$ cat src/rtl/ring_4_monitor.sv
// ============================================================================
// ring_4_monitor
// ----------------------------------------------------------------------------
// Downstream checker for a synchronous one-hot ring counter. Each enabled
// cycle it samples the ring's q bus, confirms that q is one-hot and that it is
// exactly one rotation step ahead of the previous sample, and tracks a small
// ACQ -> LOCK -> FAULT state machine. It reports:
//   * the binary index of the hot bit (phase) and whether the last sample was
//     one-hot (phase_valid),
//   * lock status (locked),
//   * a one-cycle pulse each time a locked ring comes back to bit 0 (wrap),
//   * a free-running revolution counter (rev_count),
//   * a sticky fault flag (err) and a saturating fault counter (err_count).
// Every output is registered, so results appear one cycle after the sample.
//
// Configuration macro:
//   RING_MON_ERRCNT_EN  defined   -> err_count counts LOCK->FAULT transitions,
//                                    saturating at all-ones.
//                       undefined -> no counter logic; err_count is tied to 0.
//                                    err remains sticky in both builds.
//
// Parameters:
//   WIDTH     ring length (bits of q), >= 2
//   ROT_LEFT  1: expect q_next = {q[W-2:0], q[W-1]}; 0: rotate right
//   LOCK_CNT  consecutive legal steps needed to enter LOCK (>= 1)
//   REV_W     width of rev_count
//   ERR_W     width of err_count
//
// Ports:
//   clk          in   rising-edge clock
//   reset        in   asynchronous, active-low reset
//   en           in   sample enable; all state holds when low (wrap drops)
//   clear        in   synchronous clear of err / err_count / rev_count,
//                     independent of en, wins over a same-cycle set/increment
//   q            in   ring counter output being monitored
//   phase        out  index of the hot bit in the last one-hot sample
//   phase_valid  out  last sample was one-hot
//   locked       out  FSM is in LOCK
//   wrap         out  1-cycle pulse: locked ring returned to bit 0
//   rev_count    out  number of wrap pulses, modulo 2^REV_W
//   err          out  sticky fault flag
//   err_count    out  number of LOCK->FAULT transitions, saturating
// ============================================================================
module ring_4_monitor #(
    parameter int WIDTH    = 4,
    parameter int ROT_LEFT = 1,
    parameter int LOCK_CNT = 2,
    parameter int REV_W    = 8,
    parameter int ERR_W    = 4
) (
    input  logic                     clk,
    input  logic                     reset,
    input  logic                     en,
    input  logic                     clear,
    input  logic [WIDTH-1:0]         q,
    output logic [$clog2(WIDTH)-1:0] phase,
    output logic                     phase_valid,
    output logic                     locked,
    output logic                     wrap,
    output logic [REV_W-1:0]         rev_count,
    output logic                     err,
    output logic [ERR_W-1:0]         err_count
);

    localparam int PH_W   = $clog2(WIDTH);
    localparam int GOOD_W = $clog2(LOCK_CNT + 1);

    typedef enum logic [1:0] {
        ST_ACQ   = 2'd0,
        ST_LOCK  = 2'd1,
        ST_FAULT = 2'd2
    } state_t;

    // ------------------------------------------------------------------------
    // Registers
    // ------------------------------------------------------------------------
    state_t            r_state;
    logic [GOOD_W-1:0] r_good_cnt;
    logic [WIDTH-1:0]  r_prev;
    logic              r_prev_valid;
    logic [PH_W-1:0]   r_phase;
    logic              r_phase_valid;
    logic              r_locked;
    logic              r_wrap;
    logic [REV_W-1:0]  r_rev_count;
    logic              r_err;

    // ------------------------------------------------------------------------
    // Sample decode
    // ------------------------------------------------------------------------
    logic              w_onehot;
    logic [WIDTH-1:0]  w_rot_prev;
    logic              w_step_ok;
    logic              w_legal;
    logic [PH_W-1:0]   w_index;
    logic              w_is_bit0;
    logic              w_lock_fault;

    // Exactly one bit set: non-zero and clearing the lowest set bit leaves zero.
    assign w_onehot = (q != '0) && ((q & (q - WIDTH'(1))) == '0);

    // The value the ring must show next if it rotated legally from r_prev.
    assign w_rot_prev = (ROT_LEFT != 0) ? {r_prev[WIDTH-2:0], r_prev[WIDTH-1]}
                                        : {r_prev[0], r_prev[WIDTH-1:1]};

    // The very first sample after reset has nothing to compare against.
    assign w_step_ok = r_prev_valid && (q == w_rot_prev);
    assign w_legal   = w_onehot && w_step_ok;
    assign w_is_bit0 = (q == WIDTH'(1));

    // A fault is only counted on the LOCK -> FAULT transition.
    assign w_lock_fault = en && (r_state == ST_LOCK) && !w_legal;

    // NOTE: every signal written in always_comb gets a default at the top of
    // the block, so no path can leave it unassigned and infer a latch.
    always_comb begin
        w_index = '0;
        for (int i = 0; i < WIDTH; i++) begin
            if (q[i]) begin
                w_index = i[PH_W-1:0];
            end
        end
    end

    // ------------------------------------------------------------------------
    // Sampling path, FSM and revolution / fault reporting
    // ------------------------------------------------------------------------
    // NOTE: state is updated with non-blocking assignments only, so every
    // register in this block sees the pre-edge value of every other one.
    always_ff @(posedge clk or negedge reset) begin
        if (!reset) begin
            r_state       <= ST_ACQ;
            r_good_cnt    <= '0;
            r_prev        <= '0;
            r_prev_valid  <= 1'b0;
            r_phase       <= '0;
            r_phase_valid <= 1'b0;
            r_locked      <= 1'b0;
            r_wrap        <= 1'b0;
            r_rev_count   <= '0;
            r_err         <= 1'b0;
        end else begin
            if (en) begin
                r_prev        <= q;
                r_prev_valid  <= 1'b1;
                r_phase_valid <= w_onehot;
                if (w_onehot) begin
                    r_phase <= w_index;
                end
                r_wrap <= 1'b0;

                unique case (r_state)
                    ST_ACQ: begin
                        if (w_legal) begin
                            if (r_good_cnt == GOOD_W'(LOCK_CNT - 1)) begin
                                r_state    <= ST_LOCK;
                                r_locked   <= 1'b1;
                                r_good_cnt <= '0;
                            end else begin
                                r_good_cnt <= r_good_cnt + GOOD_W'(1);
                            end
                        end else begin
                            r_good_cnt <= '0;
                        end
                    end

                    ST_LOCK: begin
                        if (w_legal) begin
                            if (w_is_bit0) begin
                                r_wrap      <= 1'b1;
                                r_rev_count <= r_rev_count + REV_W'(1);
                            end
                        end else begin
                            r_state  <= ST_FAULT;
                            r_locked <= 1'b0;
                            r_err    <= 1'b1;
                        end
                    end

                    ST_FAULT: begin
                        // Any one-hot sample restarts acquisition; the step
                        // check resumes from this sample onwards.
                        if (w_onehot) begin
                            r_state    <= ST_ACQ;
                            r_good_cnt <= '0;
                        end
                    end

                    default: begin
                        r_state    <= ST_ACQ;
                        r_locked   <= 1'b0;
                        r_good_cnt <= '0;
                    end
                endcase
            end else begin
                r_wrap <= 1'b0;
            end

            // Placed after the sampling logic so that, being the last
            // assignment to these registers, clear beats a same-cycle set
            // or increment.
            if (clear) begin
                r_err       <= 1'b0;
                r_rev_count <= '0;
            end
        end
    end

    // ------------------------------------------------------------------------
    // Optional fault counter
    // ------------------------------------------------------------------------
`ifdef RING_MON_ERRCNT_EN
    logic [ERR_W-1:0] r_err_count;

    always_ff @(posedge clk or negedge reset) begin
        if (!reset) begin
            r_err_count <= '0;
        end else if (clear) begin
            r_err_count <= '0;
        end else if (w_lock_fault && (r_err_count != '1)) begin
            r_err_count <= r_err_count + ERR_W'(1);
        end
    end

    assign err_count = r_err_count;
`else
    assign err_count = '0;
`endif

    // ------------------------------------------------------------------------
    // Outputs
    // ------------------------------------------------------------------------
    assign phase       = r_phase;
    assign phase_valid = r_phase_valid;
    assign locked      = r_locked;
    assign wrap        = r_wrap;
    assign rev_count   = r_rev_count;
    assign err         = r_err;

    // Only consumed by the optional counter.
    logic w_unused;
    assign w_unused = w_lock_fault;

endmodule

$ cat config.mk
export PLATFORM = sky130hd
export DESIGN_NAME = ring_4_monitor
export DESIGN_NICKNAME = d
export VERILOG_FILES = /design/src/rtl/ring_4_monitor.sv
export SDC_FILE = /design/constraint.sdc
export NUM_CORES = 1
export LEC_CHECK = 0
export CAP_MARGIN = 20
export CORE_MARGIN = 4
export CORE_UTILIZATION = 36
export CTS_BUF_LIST = sky130_fd_sc_hd__clkbuf_8
export CTS_CLUSTER_SIZE = 24
export DETAILED_ROUTE_END_ITERATION = 8
export SYNTH_ARGS = -nofsm -noshare
export SYNTH_HDL_FRONTEND = slang
export SYNTH_SLANG_ARGS = --single-unit
$ cat constraint.sdc
create_clock -name clk -period 1.62 [get_ports clk]
set_input_delay 0.243 -clock clk [delete_from_list [all_inputs] [get_ports clk]]
set_output_delay 0.243 -clock clk [all_outputs]
set_load 0.03 [all_outputs]
==> summary.txt, run 1 <==
Leakage - 0.854 nW
synth top area cells - dfrtp_1 (42%), nor4_2 (6.4%), xnor2_2 (4.8%)
chip height - 69.4 um
register area share after synthesis - 42.4%
Fin. Hold Viols - 0
H-tree Lvls - 1
Post-synth EDFFs - 0
CP cell instances - clkdlybuf4s50_1
Final period util - 97.7%
die width - 69.4 um
drt total wl - 2970 um
required time worst endpoint - 1.38 ns
MaxCap Viol Count - 0
initial antenna violation count - 0
grt total ovfl - 0
async set or reset register ratio after synthesis - 100%
TritonCTS clock tree - built
Cell variety after synth - 41
commonest non-fill, non-tap cells in the layout - dfrtp_1 (22), buf_4 (15), nor2_1 (10), clkdlybuf4s50_1 (10)
dpl cells - 202
Worst path slowest cell - clkdlybuf4s50_1
placed cell areas - 1660 um^2
GRT Total Usage - 12.7%
final net count - 173
DR vias/cell - 5.00
Max VDD drop - 0.000567 V
Core Region - 3660 um^2
Final min period - 1.58 ns
largest net degree at the start of global routing - 24
CP top delay family - buffers and inverters
CP Capture Type - output port
Pwr Total - 1.32 mW
Yosys reg bits - 23
most common cell after layout, fill and taps aside - dfrtp_1
number of fill cells - 323
CP Launch Type - register
CP peak stage delay - 0.68 ns
synthesized area - 1360 um^2
worst skew pair latency - 0.27 ns
row cnt - 22
global-route wire length before repair - 5010 um
clk buf depth - 2
initial core utilization - 37.1%
DP Wirelength - 1960 um
WL/cell - 14.1 um
area leader, netlist - dfrtp_1
Die Footprint - 4820 um^2
cts bufs inserted - 3
antenna cells - 0
final core occ - 50.8%
vias in the first global route - 1,044
Port-buffer cells - 21
clock sink count - 23
final non-filler cell total - 211
Antenna Nets Post-Route - 0
setup TNS - 0 ns
Max FO, Critical Path - 3
DRT Pass-1 Iters - 4
hold buffers post-CTS - 0
fmax - 632 MHz
crit path kind - register to output port
routability cong. - 0.736
post-synth top area share - 42.4%
synthesis-to-layout area growth - 36.7%
status - complete, no violations
Slew Viols, Final - 0
Final setup viols - 0
crit path DAT - 1.34 ns
clock transition at the registers of the reported paths - 0.09 ns
DRC Markers - 0
crit path buf inv count - 1
vias - 1,054
Post-Layout Inst Area - 1860 um^2
Synth warnings - 0
min-delay worst type - input port to async pin
PD cells - 710 nW/um^2
Layout Skew - 0.00498 ns
Ports - 26
share of layout cells above drive strength 1 - 30.1%
Top FF cell, synth - dfrtp_1
Post-Syn Instances - 127
1st-iter DRT viols - 82
CTS root buf - clkbuf_8
Post-Syn Area per Cell - 10.7 um^2
metal layers:
layer / wire (um) / vias to the layer above / GRT usage, % / share of wire (%)
met5: 0 / - / 0 / 0
met4: 18 / 0 / 1.95 / 0.61
met3: 168 / 5 / 3.48 / 5.7
met2: 1490 / 25 / 21.7 / 50
met1: 1290 / 507 / 16.2 / 43
li1: - / 517 / - / -
metrics by stage:
| stage | hold WS (ns) | setup slack, ns |
|---|---|---|
| floorplan | -0.0526 | 0.157 |
| global placement | 0.475 | -0.405 |
| detailed placement | 0.477 | -0.413 |
| CTS | 0.341 | -0.0105 |
| global route | 0.371 | -0.0154 |
| finish | 0.327 | 0.0376 |
synthesized netlist by cell type (3+ instances only):
| cell type | instances |
|---|---|
| nand4_1 | 3 |
| buf_6 | 4 |
| a21oi_1 | 7 |
| mux2_2 | 3 |
| nor4_2 | 7 |
| xnor2_2 | 4 |
| xnor2_1 | 7 |
| dfrtp_1 | 23 |
| nor3_1 | 3 |
| nand2_1 | 3 |
| inv_1 | 7 |
| buf_4 | 5 |
| o21ai_0 | 4 |
| nor2_1 | 11 |
| nand3_1 | 3 |
kinds of logic after synthesis:
kind of cell,Yosys count,share of synthesized area [%]
compound gates,23,10.5
xor+xnor,11,9.30
fa+ha+maj,1,0.921
buf+inv,19,8.93
flops,23,42.4
mux,4,3.22
other cells,1,0.276
simple gates,45,24.5
worst register-to-register path, stage by stage (launching register included):
cell and delay (ns):
dfrtp_1 0.40, and3b_2 0.29, nand4b_4 0.12, buf_6 0.17, nor4_4 0.22, nor3b_1 0.08, a21o_1 0.15
sequential cells by signal, summed over array words and instances (netlist names):
name and flops:
r_state 2, err 1, r_prev_valid 1, wrap 1, locked 1, r_good_cnt 2, phase_valid 1, rev_count 8
r_prev 4, phase 2
repair_timing:
action                     in CTS  in global routing
setup endpoints to repair      16                 13
pin swaps                       2                  7
gates resized for setup        13                 16
buffers inserted                0                  3
gates cloned                    2                  0
worst paths after layout:
kind / startpoint / endpoint / depth (start not counted) / slack, ns
max: rev_count[3] / rev_count[3] / 1 / 0.04
min: reset / wrap / 2 / 0.33
max reg2reg: r_state[1] / rev_count[7] / 6 / 0.09
min reg2reg: r_good_cnt[1] / r_good_cnt[1] / 1 / 0.49
max in group asynchronous: reset / r_prev[2] / 2 / 1.03
min in group clk: en / phase_valid / 3 / 0.42
power by group:
group          leakage [nW]  total (mW)  switching [mW]  internal [mW]
sequential            0.300       0.625          0.0261          0.599
combinational         0.529       0.326           0.192          0.134
clock                0.0255       0.367           0.195          0.172
total                 0.854        1.32           0.412          0.906
area by class of cell:
type,instances,area (um^2),share of cell area (%)
multi-input cells,90,791,42.6
flip-flops and latches,23,577,31.0
repair buffers,39,358,19.3
well taps,48,60.1,3.23
clock buffers,3,41.3,2.22
inverters,7,26.3,1.41
clock inverters,1,5.00,0.269
Note: power is estimated with default switching activity, not from simulation.
==> inputs of run 2 (changes only) <==
--- a/config.mk
+++ b/config.mk
@@ -5,12 +5,13 @@
 export SDC_FILE = /design/constraint.sdc
 export NUM_CORES = 1
 export LEC_CHECK = 0
-export CAP_MARGIN = 20
+export CAP_MARGIN = 30
 export CORE_MARGIN = 4
 export CORE_UTILIZATION = 36
 export CTS_BUF_LIST = sky130_fd_sc_hd__clkbuf_8
 export CTS_CLUSTER_SIZE = 24
 export DETAILED_ROUTE_END_ITERATION = 8
+export SKIP_LAST_GASP = 1
 export SYNTH_ARGS = -nofsm -noshare
 export SYNTH_HDL_FRONTEND = slang
 export SYNTH_SLANG_ARGS = --single-unit
==> run 2 against run 1 <==
Critical path depth is 5 higher. Worst hold slack hardly changed. Count of clock-buffer cells in the layout stayed put. Critical path type is now input port to register. Critical endpoint is now r_good_cnt[1]. Largest cell class unchanged.
==> summary.txt, run 2 (synthesis gave the netlist of run 1 again) <==
Ports - 26
register cell area after layout - 576 um^2
WHS - 0.327 ns
DP Wirelength - 1960 um
MaxCap Viol Count - 0
Max FO, Critical Path - 7
clock transition at the registers of the reported paths - 0.09 ns
grt total ovfl - 0
commonest non-fill, non-tap cells in the layout - dfrtp_1 (23), buf_4 (16), clkdlybuf4s50_1 (11)
Antenna Nets Post-Route - 0
worst skew pair latency - 0.27 ns
Fin. Hold Viols - 0
TritonCTS clock tree - built
antenna cells - 0
global-route wire length before repair - 5000 um
vias in the first global route - 1,041
Core Region - 3660 um^2
most common cell after layout, fill and taps aside - dfrtp_1
WL/cell - 14.0 um
Port-buffer cells - 21
Leakage - 0.845 nW
vias - 1,051
initial core utilization - 37.1%
hold buffers post-CTS - 0
flop2flop setup slack - 0.07 ns
synthesis-to-layout area growth - 36.6%
worst r2r path cells - 5
fmax - 626 MHz
final non-filler cell total - 211
share of layout cells above drive strength 1 - 30.1%
PD cells - 710 nW/um^2
DRT Pass-1 Iters - 4
placed cell areas - 1660 um^2
initial antenna violation count - 0
status - complete, no violations
largest net degree at the start of global routing - 24
crit path DAT - 1.76 ns
dpl cells - 202
clk buf depth - 2
row cnt - 22
Max VDD drop - 0.000515 V
CP Capture Type - register
H-tree Lvls - 1
Post-Layout Inst Area - 1860 um^2
required time worst endpoint - 1.79 ns
CTS root buf - clkbuf_8
RR Startpoint - r_prev[1]
GRT Total Usage - 12.6%
Largest register FFs - 8
Layout Skew - 0.00393 ns
Final setup viols - 0
DRC Markers - 0
RSZ-0062 raised after global routing - yes
DR vias/cell - 4.98
min-delay worst type - input port to async pin
Multi-input gate area - 796 um^2
die width - 69.4 um
Final period util - 98.6%
cts bufs inserted - 3
Slew Viols, Final - 0
drt total wl - 2960 um
final net count - 173
routability cong. - 0.736
CP Launch Type - input port
crit path kind - input port to register
1st-iter DRT viols - 59
clock sink count - 23
Die Footprint - 4820 um^2
Worst R2R End - rev_count[4]
chip height - 69.4 um
Final min period - 1.60 ns
number of fill cells - 324
## run 2: cell count changes in the layout (fill, tap and decap cells not counted), sizes merged
| cell | previous run | this run |
|---|---|---|
| clkdlybuf4s50 | 10 | 11 |
| dlymetal6s2s | 4 | 3 |
## run 2: how the worst max path moves through the flow
stage,cells after the start,to,start
CTS,7,r_good_cnt[1],q[3]
global placement,6,r_good_cnt[1],q[0]
finish,6,r_good_cnt[1],q[0]
detailed placement,6,r_good_cnt[1],q[0]
floorplan,5,rev_count[7],r_state[1]
global route,7,rev_count[1],q[0]
## run 2: metrics by stage
stage | total power [mW] | TNS (ns) | utilization [%] | setup slack (ns)
6_report | 1.32 | 0 | 50.7 | 0.0223
4_1_cts | 1.29 | -0.0380 | 47.6 | -0.0329
3_5_place_dp | 0.903 | -5.30 | 45.3 | -0.413
2_1_floorplan | 0.814 | 0 | - | 0.157
5_1_grt | 1.38 | -0.136 | 50.7 | -0.0462
3_3_place_gp | 0.897 | -4.75 | 45.3 | -0.405
## run 2: final cells by class
cell class,count,share of cell area [%]
inverters,7,1.42
well taps,48,3.24
clock buffers,3,2.23
repair buffers,39,18.9
clock inverters,1,0.270
multi-input cells,90,42.9
flip-flops and latches,23,31.0
## run 2: report_power, final
part           switching [mW]  internal, mW  total [mW]
clock                   0.194         0.172       0.367
sequential             0.0243         0.599       0.623
combinational           0.193         0.134       0.327
total                   0.412         0.905        1.32
## run 2: what timing repair did
item / 4_1_cts / 5_1_grt
buffers inserted: 0 / 3
resized for setup: 12 / 15
setup endpoints to repair: 16 / 12
pin swaps: 2 / 9
cloned: 2 / 0
## run 2: critical path, cell delays in order
cell	delay (ns)
dlygate4sd2_1	0.50
xnor2_4	0.17
nor3_2	0.07
or3_4	0.44
a21o_1	0.19
o21a_1	0.16
## run 2: metal layers
| metal | vias to the layer above | GRT usage, % | wire length, um | part of all wire [%] |
|---|---|---|---|---|
| met5 | - | 0 | 0 | 0 |
| met4 | 0 | 1.95 | 15 | 0.51 |
| met3 | 5 | 3.48 | 155 | 5.2 |
| met2 | 25 | 21.6 | 1470 | 50 |
| met1 | 503 | 16.2 | 1320 | 45 |
| li1 | 518 | - | - | - |
